`config.mk`:
```
export PLATFORM = sky130hd
export DESIGN_NAME = mc_control_fsm
export DESIGN_NICKNAME = d
export VERILOG_FILES = /design/src/rtl/mc_control_fsm.sv
export SDC_FILE = /design/constraint.sdc
export NUM_CORES = 1
export LEC_CHECK = 0
export CAP_MARGIN = 20
export CORE_MARGIN = 4
export CORE_UTILIZATION = 41
export CTS_BUF_LIST = sky130_fd_sc_hd__clkbuf_8
export CTS_CLUSTER_DIAMETER = 50
export CTS_CLUSTER_SIZE = 30
export DETAILED_ROUTE_END_ITERATION = 6
export GPL_ROUTABILITY_DRIVEN = 0
export PLACE_DENSITY = 0.88
export SLEW_MARGIN = 10
export SYNTH_ARGS = -nofsm -noshare
export SYNTH_HDL_FRONTEND = slang
export SYNTH_SLANG_ARGS = --single-unit
```
`constraint.sdc`:
```
create_clock -name clk -period 4.4 [get_ports clk]
set_input_delay 0.66 -clock clk [delete_from_list [all_inputs] [get_ports clk]]
set_output_delay 0.66 -clock clk [all_outputs]
set_load 0.05 [all_outputs]
```
`src/rtl/mc_control_fsm.sv`:
```
// Multicycle MIPS main control FSM with memory-wait watchdog and sticky error flags.
// Define MC_PERF_CNT_EN to build the retired-instruction and cycle counters.
module mc_control_fsm #(
    parameter int MEM_WAIT_MAX = 15,
    parameter int CNT_W        = 32
) (
    input  logic             clk,
    input  logic             rst,
    input  logic [5:0]       opcode,
    input  logic             zero,
    input  logic             mem_ready,
    output logic             pc_write,
    output logic             pc_write_cond,
    output logic [1:0]       pc_src,
    output logic             i_or_d,
    output logic             mem_read,
    output logic             mem_write,
    output logic             ir_write,
    output logic             reg_dst,
    output logic             mem_to_reg,
    output logic             reg_write,
    output logic             alu_src_a,
    output logic [1:0]       alu_src_b,
    output logic [2:0]       alu_op,
    output logic             illegal,
    output logic             bus_err,
    output logic [3:0]       state_o,
    output logic [CNT_W-1:0] instr_cnt,
    output logic [CNT_W-1:0] cycle_cnt
);

    typedef enum logic [3:0] {
        S_FETCH    = 4'd0,
        S_DECODE   = 4'd1,
        S_EXEC_R   = 4'd2,
        S_EXEC_I   = 4'd3,
        S_MEM_ADDR = 4'd4,
        S_MEM_RD   = 4'd5,
        S_MEM_WR   = 4'd6,
        S_WB_R     = 4'd7,
        S_WB_I     = 4'd8,
        S_WB_LW    = 4'd9,
        S_BRANCH   = 4'd10,
        S_JUMP     = 4'd11,
        S_HALT     = 4'd12
    } state_t;

    localparam logic [5:0] OP_R    = 6'd0;
    localparam logic [5:0] OP_ADDI = 6'd1;
    localparam logic [5:0] OP_SLTI = 6'd2;
    localparam logic [5:0] OP_LW   = 6'd3;
    localparam logic [5:0] OP_SW   = 6'd4;
    localparam logic [5:0] OP_BEQ  = 6'd5;
    localparam logic [5:0] OP_J    = 6'd6;

    localparam logic [2:0] ALU_FUNCT = 3'b000;
    localparam logic [2:0] ALU_SUB   = 3'b001;
    localparam logic [2:0] ALU_SLT   = 3'b010;
    localparam logic [2:0] ALU_ADD   = 3'b011;

    localparam logic [7:0] WAIT_MAX = 8'(MEM_WAIT_MAX);

    state_t     r_state;
    state_t     w_next;
    logic [7:0] r_wait;
    logic [7:0] w_wait_inc;
    logic       w_wait_hit;
    logic       w_wait_state;
    logic       w_stall;
    logic       w_set_ill;
    logic       w_set_bus;
    logic       r_illegal;
    logic       r_bus_err;

    // The branch decision is made in the datapath (pc_write_cond & zero).
    logic w_unused;
    assign w_unused = zero;

    assign w_wait_inc   = r_wait + 8'd1;
    assign w_wait_hit   = (w_wait_inc == WAIT_MAX);
    assign w_wait_state = (r_state == S_FETCH) || (r_state == S_MEM_RD) ||
                          (r_state == S_MEM_WR);
    assign w_stall      = w_wait_state && !mem_ready && !w_wait_hit;

    always_ff @(posedge clk or posedge rst) begin
        if (rst) begin
            r_state   <= S_FETCH;
            r_wait    <= '0;
            r_illegal <= 1'b0;
            r_bus_err <= 1'b0;
        end else begin
            r_state <= w_next;
            r_wait  <= w_stall ? w_wait_inc : 8'd0;
            if (w_set_ill) r_illegal <= 1'b1;
            if (w_set_bus) r_bus_err <= 1'b1;
        end
    end

    always_comb begin
        w_next    = r_state;
        w_set_ill = 1'b0;
        w_set_bus = 1'b0;
        case (r_state)
            S_FETCH: begin
                if (mem_ready) begin
                    w_next = S_DECODE;
                end else if (w_wait_hit) begin
                    w_next    = S_HALT;
                    w_set_bus = 1'b1;
                end
            end
            S_DECODE: begin
                case (opcode)
                    OP_R:             w_next = S_EXEC_R;
                    OP_ADDI, OP_SLTI: w_next = S_EXEC_I;
                    OP_LW, OP_SW:     w_next = S_MEM_ADDR;
                    OP_BEQ:           w_next = S_BRANCH;
                    OP_J:             w_next = S_JUMP;
                    default: begin
                        w_next    = S_HALT;
                        w_set_ill = 1'b1;
                    end
                endcase
            end
            S_EXEC_R:   w_next = S_WB_R;
            S_EXEC_I:   w_next = S_WB_I;
            S_MEM_ADDR: w_next = (opcode == OP_SW) ? S_MEM_WR : S_MEM_RD;
            S_MEM_RD: begin
                if (mem_ready) begin
                    w_next = S_WB_LW;
                end else if (w_wait_hit) begin
                    w_next    = S_HALT;
                    w_set_bus = 1'b1;
                end
            end
            S_MEM_WR: begin
                if (mem_ready) begin
                    w_next = S_FETCH;
                end else if (w_wait_hit) begin
                    w_next    = S_HALT;
                    w_set_bus = 1'b1;
                end
            end
            S_WB_R, S_WB_I, S_WB_LW, S_BRANCH, S_JUMP: w_next = S_FETCH;
            S_HALT:  w_next = S_HALT;
            default: w_next = S_FETCH;
        endcase
    end

    // Controls are forced low for as long as rst is high, so an aborted access never writes.
    always_comb begin
        pc_write      = 1'b0;
        pc_write_cond = 1'b0;
        pc_src        = 2'b00;
        i_or_d        = 1'b0;
        mem_read      = 1'b0;
        mem_write     = 1'b0;
        ir_write      = 1'b0;
        reg_dst       = 1'b0;
        mem_to_reg    = 1'b0;
        reg_write     = 1'b0;
        alu_src_a     = 1'b0;
        alu_src_b     = 2'b00;
        alu_op        = ALU_FUNCT;
        if (!rst) begin
            case (r_state)
                S_FETCH: begin
                    mem_read  = 1'b1;
                    alu_src_b = 2'b01;
                    alu_op    = ALU_ADD;
                    ir_write  = mem_ready;
                    pc_write  = mem_ready;
                end
                S_DECODE: begin
                    alu_src_b = 2'b11;
                    alu_op    = ALU_ADD;
                end
                S_EXEC_R: begin
                    alu_src_a = 1'b1;
                    alu_op    = ALU_FUNCT;
                end
                S_EXEC_I: begin
                    alu_src_a = 1'b1;
                    alu_src_b = 2'b10;
                    alu_op    = (opcode == OP_SLTI) ? ALU_SLT : ALU_ADD;
                end
                S_MEM_ADDR: begin
                    alu_src_a = 1'b1;
                    alu_src_b = 2'b10;
                    alu_op    = ALU_ADD;
                end
                S_MEM_RD: begin
                    mem_read = 1'b1;
                    i_or_d   = 1'b1;
                end
                S_MEM_WR: begin
                    mem_write = 1'b1;
                    i_or_d    = 1'b1;
                end
                S_WB_R: begin
                    reg_write = 1'b1;
                    reg_dst   = 1'b1;
                end
                S_WB_I: reg_write = 1'b1;
                S_WB_LW: begin
                    reg_write  = 1'b1;
                    mem_to_reg = 1'b1;
                end
                S_BRANCH: begin
                    alu_src_a     = 1'b1;
                    alu_op        = ALU_SUB;
                    pc_write_cond = 1'b1;
                    pc_src        = 2'b01;
                end
                S_JUMP: begin
                    pc_write = 1'b1;
                    pc_src   = 2'b10;
                end
                default: ;
            endcase
        end
    end

    assign illegal = r_illegal;
    assign bus_err = r_bus_err;
    assign state_o = r_state;

`ifdef MC_PERF_CNT_EN
    logic [CNT_W-1:0] r_instr_cnt;
    logic [CNT_W-1:0] r_cycle_cnt;
    logic             w_retire;

    assign w_retire = (r_state == S_WB_R) || (r_state == S_WB_I) || (r_state == S_WB_LW) ||
                      (r_state == S_BRANCH) || (r_state == S_JUMP) ||
                      ((r_state == S_MEM_WR) && mem_ready);

    always_ff @(posedge clk or posedge rst) begin
        if (rst) begin
            r_instr_cnt <= '0;
            r_cycle_cnt <= '0;
        end else begin
            if (r_state != S_HALT) r_cycle_cnt <= r_cycle_cnt + 1'b1;
            if (w_retire)          r_instr_cnt <= r_instr_cnt + 1'b1;
        end
    end

    assign instr_cnt = r_instr_cnt;
    assign cycle_cnt = r_cycle_cnt;
`else
    assign instr_cnt = '0;
    assign cycle_cnt = '0;
`endif

endmodule

```
# Word level (Yosys, flattened, before mapping)
# Cells that the tools add are included.
[classes]
n_addsub = 1
mul = 0
n_div = 0
n_lt_le_gt_ge = 0
n_eq_ne = 19
shift = 0
n_mux = 40
bitwise_logic = 0
n_reduce_logical = 18
[op_table]
columns = ["operator", "count"]
rows = [
  ["$pmux W4 S8", 1],
  ["$mux W1", 25],
  ["$eq A4 B4 Y1 const B", 5],
  ["$pmux W4 S5", 1],
  ["$eq A6 B3 Y1 const B", 3],
  ["$eq A4 B3 Y1 const B", 4],
  ["$mux W4", 4],
  ["$eq A6 B2 Y1 const B", 2],
  ["$pmux W2 S3", 2],
  ["$reduce_or A2 Y1", 5],
  ["$reduce_or A3 Y1", 3],
  ["$add A8 B1 Y8 const B", 1],
  ["$eq A4 B2 Y1 const B", 2],
  ["$eq A8 B4 Y1 const B", 1],
  ["$mux W2", 4],
  ["$mux W8", 1],
  ["$reduce_or A7 Y1", 1],
  ["$eq A6 B1 Y1 const B", 1],
  ["$logic_not A6 Y1", 1],
  ["$eq A4 B1 Y1 const B", 1],
  ["$logic_not A4 Y1", 1],
  ["$pmux W2 S2", 1],
  ["$reduce_or A4 Y1", 1],
  ["$logic_and A1 B1 Y1", 2],
  ["3 further kinds", 5],
]
[word_totals]
reg_bits = 14
latch_bits = 0
ramBits = 0
romBits = 0
inputBits = 10
out_inout_bits = 87
wordCells = 82
n_memories = 0

# Longest topological paths before layout
# Gate-level depths: netlist (run 1).
[depth]
ltp_word = 6
mapped_depth = 6
depth_no_buf = 5

# Least setup slack after synthesis (run 1)
# Ideal clock, no wire load.
[synth_timing]
path_kind = "register to output"
from = "register r_state[1], in the netlist state_o[1]"
to = "output pc_write"
arrival_ns = 3.434
t_required_ns = 3.740
slack_ns = 0.306
stages_incl_launch_ff = 5
n_path_buf = 1
path_cell_list = "dfrtp_1 > clkbuf_1 > nor4_1 > and3_1 > or2_2"
[synth_via]
elab_chain_len = 3
elab_cells_between_ends = 4
classes_between = "1 x eq/ne; 2 x mux; 1 x reduce/logical"
[synth_lines]
columns = ["element", "line", "rtl"]
rows = [
  ["start: declaration", "63", "state_t r_state;"],
  ["start signal: assignment", "92", "r_state <= w_next;"],
  ["$eq A4 B4 Y1 / $logic_not A4 Y1 (equally long branches)", "166", "case (r_state)"],
  ["$pmux W1 S2 (*)", "166", ""],
  ["$mux W1 (*)", "165", "if (!rst) begin"],
  ["end: declaration", "12", "output logic pc_write,"],
]
# Every way passes the cells marked *; elsewhere a longest branch is shown, timed or not.

# Worst setup path in the final report (run 1)
[layout_timing]
from = "input opcode[3]"
to = "output alu_op[0]"
[layout_via]
elab_chain_len = 4
[layout_lines]
columns = ["element", "line", "rtl"]
rows = [
  ["start: declaration", "9", "input logic [5:0] opcode,"],
  ["$eq A6 B2 Y1", "185", "alu_op = (opcode == OP_SLTI) ? ALU_SLT : ALU_ADD;"],
  ["$mux W1", "185", ""],
  ["$pmux W2 S3", "166", ""],
  ["$mux W2", "165", ""],
  ["end: declaration", "24", "output logic [2:0] alu_op,"],
]
# No other way between the ends.

==> impl_metrics.csv, run 1 <==
group,metric,value,unit
status,status,"finished, final reports clean",
timing,tns,0,ps
clocking,cts_tree,"built",
setup_path,rrSetupSlack,2620,ps
layout,nets,237,
power,power,933,µW
min_path,hold_path_depth,1,
clocking,clock_latency,250,ps
floorplan,die_area,4830,µm²
placed_design,hpwl,2390,µm
layout,regArea,350,µm²
setup_path,r2r_start,"r_wait[0]",
grt,grt_pass1_vias,1066,
power,leakage,0.000773,µW
min_path,min_from,"bus_err",
timing,relSlewSlack,60.9,%
route,wl_per_cell,11.1,µm
timing,final_max_slew_viol_count,0,
power,internal_power,402,µW
timing,hold_violations,0,
power,p_switching,531,µW
layout,multiInputGateArea,887,µm²
clocking,clockBufferDepth,2,
setup_path,r2r-end,"state_o[1]",
layout,syn_to_final_growth,8.23,%
setup_path,crit_start,"opcode[3]",
grt,grt_overflow,0,
setup_path,crit_buf_inv,2,
setup_path,arrival,2770,ps
route,drtAntennaViolNets,0,
synth,synth_top_flop_cell,"dfrtp_1",
floorplan,row_count,22,
synth,async_flop_share,100,%
synth,ys_seq_area_share,22.6,%
clocking,path_clk_slew,60,ps
layout,layout_common_cells,"conb_1 (65), clkdlybuf4s50_1 (30), nor2_1 (20)",
floorplan,die_h,69.5,µm
setup_path,cpPeakStageDelay,720,ps
grt,grt_pass1_wl,4730,µm
clocking,post_cts_buffers,0,
min_path,hold_path.class,"register to register",
timing,worst_slew_pin_slew,586,ps
route,vias_per_cell,4.44,
power,pwr-share-comb,63.2,%
layout,final_common_cell,"conb_1",
clocking,post_cts_resized,0,
setup_path,cp-start-kind,"input port",
route,drc,0,
run,drv_cap,0,
power,peakVddDrop,143,µV
power,p_sw_share,56.9,%
clocking,cts.sinks,14,
floorplan,ios,97,
min_path,worstHoldEndpoint,"bus_err",
power,seq_power_share,23.3,%
grt,grt_usage,11.7,%
synth,postSynthCellCount,200,
setup_path,cp_cell_sequence,"clkdlybuf4s50_1 -> or3_4 -> o31a_2 -> o21ai_0 -> a21oi_1 -> clkdlybuf4s50_1",
synth,synth_seq_cells,14,
setup_path,end_kind,"output pin",
setup_path,cp_common_cell,"clkdlybuf4s50_1",
synth,yosys_warnings,0,
floorplan,die-width,69.5,µm
timing,fin_crit,3430,ps
setup_path,crit_type,"input port to output pin",
timing,setup_violations,0,
power,p_per_area,555,nW/µm²
floorplan,start_util,42.4,%
route,dr.first_iter.drc_count,114,
setup_path,critical_path.max_fanout,3,
route,drt_first_pass_iters,4,
route,vias,1207,
grt,antenna_found_initial,0,
placed_design,dp_cells,268,
synth,syn-cell-area,1550,µm²
synth,syn_area_per_cell,7.76,µm²
clocking,root_buffer,"clkbuf_8",
timing,max_freq,291,MHz
power,clockPowerShare,13.5,%
clocking,holdBufCountCts,0,
timing,post-route-period-util,78.0,%
synth,synth.area.top_cells,"buf_4 (32%), dfrtp_1 (23%), nor2_1 (4.8%), xor2_1 (4.0%), a21oi_1 (2.6%)",
synth,yosysTopAreaCellShare,31.9,%
setup_path,required,3740,ps
timing,fin_ws,968,ps
layout,fill_cells,375,
clocking,numCtsBuffers,3,
synth,synth_edf_count,0,
synth,synth_top_area_cell,"buf_4",
floorplan,coreArea,3660,µm²
grt,grt_max_degree,21,
timing,rsz0062_at_grt,"no",
layout,fin_cells,272,
layout,layout-drive-gt1-share,4.91,%
timing,fin_worst_skew,2.85,ps
setup_path,crit_slowest_cell,"clkdlybuf4s50_1",
setup_path,cpLargestDelayFamily,"buffers and inverters",
layout,antenna_cells,0,
route,detail_route.wirelength,3020,µm
synth,synthDistinctLibCells,40,
clocking,htreeDepth,1,
placed_design,io_buffers,30,
placed_design,post-place-ws,958,ps
timing,hold_slack,477,ps
setup_path,rr_worst_depth,5,
==> worst register-to-register path: cells and delay by family, from the launching register on <==
kind / cells / cell delay [ps]
adder cells (fa/ha/maj): 1 / 250
AO/OA/AOI/OAI: 2 / 620
flip-flops: 1 / 400
AND/OR/NAND/NOR: 1 / 210
XOR/XNOR: 1 / 170
==> routing by layer <==
| metal | global-route usage, % | vias to the layer above | wire length [µm] |
|---|---|---|---|
| met5 | 0 | - | 0 |
| met4 | 5.42 | 0 | 59 |
| met3 | 3.33 | 7 | 292 |
| met2 | 20.4 | 57 | 1550 |
| met1 | 13.0 | 554 | 1120 |
| li1 | - | 589 | - |
==> cells by family (layout without fill, tap and decap cells) <==
logic type / Yosys count / in the layout / synth area share (%)
AND/OR/NAND/NOR: 64 / 64 / 21.7
adder cells (fa/ha/maj): 2 / 2 / 1.61
flip-flops: 14 / 14 / 22.6
XOR/XNOR: 9 / 9 / 5.08
AO/OA/AOI/OAI: 30 / 30 / 13.1
other: 1 / 65 / 0.242
buffers and inverters: 80 / 40 / 35.7
==> cell usage after synthesis (all sizes together), types with 2 or more instances <==
| cell | n |
|---|---|
| dfrtp | 14 |
| nor2b | 3 |
| ha | 2 |
| nand2b | 4 |
| nor4 | 2 |
| o211ai | 3 |
| nand3 | 7 |
| a31oi | 3 |
| o21ai | 6 |
| and3 | 3 |
| a21oi | 8 |
| nor3 | 7 |
| xnor2 | 2 |
| buf | 71 |
| inv | 5 |
| nor2 | 20 |
| clkbuf | 4 |
| xor2 | 7 |
| nand2 | 8 |
| o21bai | 2 |
==> power groups by stage <==
stage                     registers (µW)  clock network (µW)  logic [µW]
after floorplan                      214                   0         508
after global placement               217                   0         580
after detailed placement             219                   0         588
after CTS                            217                 129         589
after global routing                 225                 136         629
final                                217                 126         590
==> how the worst max path moves through the flow <==
| stage | to | slack [ps] | cells after the start |
|---|---|---|---|
| floorplan | pc_write | 310 | 4 |
| global placement | alu_op[0] | 1000 | 6 |
| detailed placement | alu_op[0] | 960 | 6 |
| CTS | alu_op[0] | 960 | 6 |
| global route | alu_op[0] | 860 | 6 |
| finish | alu_op[0] | 970 | 6 |
==> per-stage QoR <==
stage	util (%)	area [µm²]
2_1_floorplan	-	1790
3_3_place_gp	44.4	1620
3_5_place_dp	44.4	1620
4_1_cts	45.9	1680
5_1_grt	45.9	1680
6_report	45.9	1680
==> registers in the layout, summed over array words and instances, names as in the netlist <==
name,flops
bus_err,1
r_wait,8
state_o,4
illegal,1
==> final cells by class <==
type | count | share of cell area (%)
inverters | 5 | 1.12
clock buffers | 4 | 3.28
repair buffers | 31 | 18.3
multi-input cells | 170 | 52.8
flip-flops and latches | 14 | 20.9
well taps | 48 | 3.58
Power figures use the tool's default switching activity.
==> inputs of run 2 (changes only) <==
CORE_UTILIZATION = 34   (was 41)
PLACE_DENSITY = 0.78   (was 0.88)
clock period = 3.1 ns   (was 4.4 ns; I/O delays follow)
==> impl_metrics.csv, run 2 (synthesis results as in run 1) <==
group,metric,value,unit
status,status,"finished, final reports clean",
layout,layout-drive-gt1-share,10.1,%
timing,hold_violations,0,
floorplan,die-width,75.6,µm
layout,largest_reg_flops,8,
timing,fin_crit,2810,ps
timing,setup_violations,0,
floorplan,die_h,75.6,µm
clocking,htreeDepth,1,
grt,grt_max_degree,17,
power,power,1340,µW
power,p_per_area,768,nW/µm²
timing,relSlewSlack,65.9,%
setup_path,cp-start-kind,"register",
setup_path,crit_type,"register to output pin",
floorplan,coreArea,4380,µm²
setup_path,rrSetupSlack,1370,ps
route,drc,0,
min_path,hold_path.class,"register to register",
layout,regMostFlops,"r_wait",
timing,final_max_slew_viol_count,0,
layout,final_util,39.7,%
setup_path,crit_slowest_cell,"clkdlybuf4s50_1",
layout,fill_cells,446,
timing,tns,0,ps
grt,antenna_found_initial,0,
layout,layout_common_cells,"conb_1 (65), clkdlybuf4s50_1 (23), nor2_1 (20)",
layout,antenna_cells,0,
route,vias_per_cell,4.37,
route,detail_route.wirelength,2950,µm
setup_path,end_kind,"output pin",
floorplan,ios,97,
power,peakVddDrop,209,µV
timing,rsz0062_at_grt,"no",
clocking,path_clk_slew,60,ps
grt,grt_overflow,0,
floorplan,die_area,5710,µm²
setup_path,required,2630,ps
grt,grt_pass1_vias,1005,
route,wl_per_cell,10.6,µm
setup_path,cp_cell_sequence,"or3b_2 -> o21ai_0 -> and2_1 -> clkdlybuf4s50_1",
setup_path,cpPeakStageDelay,790,ps
clocking,cts.sinks,14,
setup_path,critical_path.max_fanout,11,
clocking,post_cts_buffers,0,
route,drtAntennaViolNets,0,
min_path,hold_path_depth,1,
setup_path,rr_worst_depth,5,
layout,final_common_cell,"conb_1",
placed_design,hpwl,2450,µm
grt,grt_pass1_wl,4420,µm
timing,worst_slew_pin_slew,509,ps
run,drv_cap,0,
clocking,holdBufCountCts,0,
clocking,clockBufferDepth,2,
clocking,root_buffer,"clkbuf_8",
route,vias,1218,
floorplan,row_count,24,
clocking,post_cts_resized,0,
setup_path,arrival,2340,ps
clocking,cts_tree,"built",
timing,fin_worst_skew,5.86,ps
route,drt_first_pass_iters,4,
placed_design,io_buffers,30,
power,leakage,0.000809,µW
timing,max_freq,356,MHz
timing,post-route-period-util,90.5,%
grt,grt_usage,10.1,%
floorplan,start_util,35.4,%
route,dr.first_iter.drc_count,81,
clocking,numCtsBuffers,3,
clocking,clock_latency,250,ps
layout,nets,241,
layout,syn_to_final_growth,12.2,%
[run 2: cell count changes in the layout (fill, tap and decap cells not counted)]
| cell | before | now |
|---|---|---|
| nor4_1 | 2 | 1 |
| nor3_2 | 0 | 1 |
| clkbuf_8 | 4 | 3 |
| nor3_1 | 7 | 6 |
| nor4_4 | 0 | 1 |
| buf_12 | 0 | 3 |
| clkdlybuf4s50_1 | 30 | 23 |
| buf_4 | 1 | 9 |
[run 2: path summary, 6_finish.rpt]
| path | start | endpoint |
|---|---|---|
| max | state_o[1] | alu_src_b[1] |
| min | r_wait[0] | r_wait[0] |
| max reg2reg | state_o[1] | state_o[1] |
| min reg2reg | r_wait[0] | r_wait[0] |
| max in group asynchronous | rst | state_o[2] |
| min in group asynchronous | rst | state_o[1] |
[run 2: through the flow]
| step | hold WS [ps] | setup WS [ps] | area, µm² | std cells |
|---|---|---|---|---|
| after global routing | 502 | 197 | 1740 | 279 |
| final | 471 | 294 | 1740 | 279 |
| after CTS | 478 | 278 | 1740 | 279 |
| after global placement | 465 | 377 | 1700 | 276 |
| after detailed placement | 466 | 352 | 1700 | 276 |
| after floorplan | 447 | -34.3 | 1810 | 264 |
[run 2: routing by layer]
metal | part of all wire (%) | GRT usage, % | wire length, µm
met5 | 0 | 0 | 0
met4 | 1.8 | 5.24 | 53
met3 | 10 | 2.11 | 304
met2 | 50 | 17.2 | 1470
met1 | 38 | 11.9 | 1120
[run 2: layout make-up]
cell class	instances	area, µm²	area share [%]
clock buffer	3	41.3	2.37
tap	52	65.1	3.74
inverter	5	18.8	1.08
sequential	14	350	20.1
timing repair buffer	35	358	20.6
multi-input combinational	170	907	52.1
[run 2: report_power, final]
group	switching [µW]	total (µW)	internal, µW
clock network	61.7	148	85.9
registers	51.7	264	212
logic	645	925	280
total	759	1340	577
[run 2: worst max-delay path: cells and delay by family, from the launching register on]
family                 cells  cell delay (ps)
buffers and inverters      1              790
and+or+nand+nor            2              700
DFF                        1              510
AOI/OAI and AO/OA          1               90
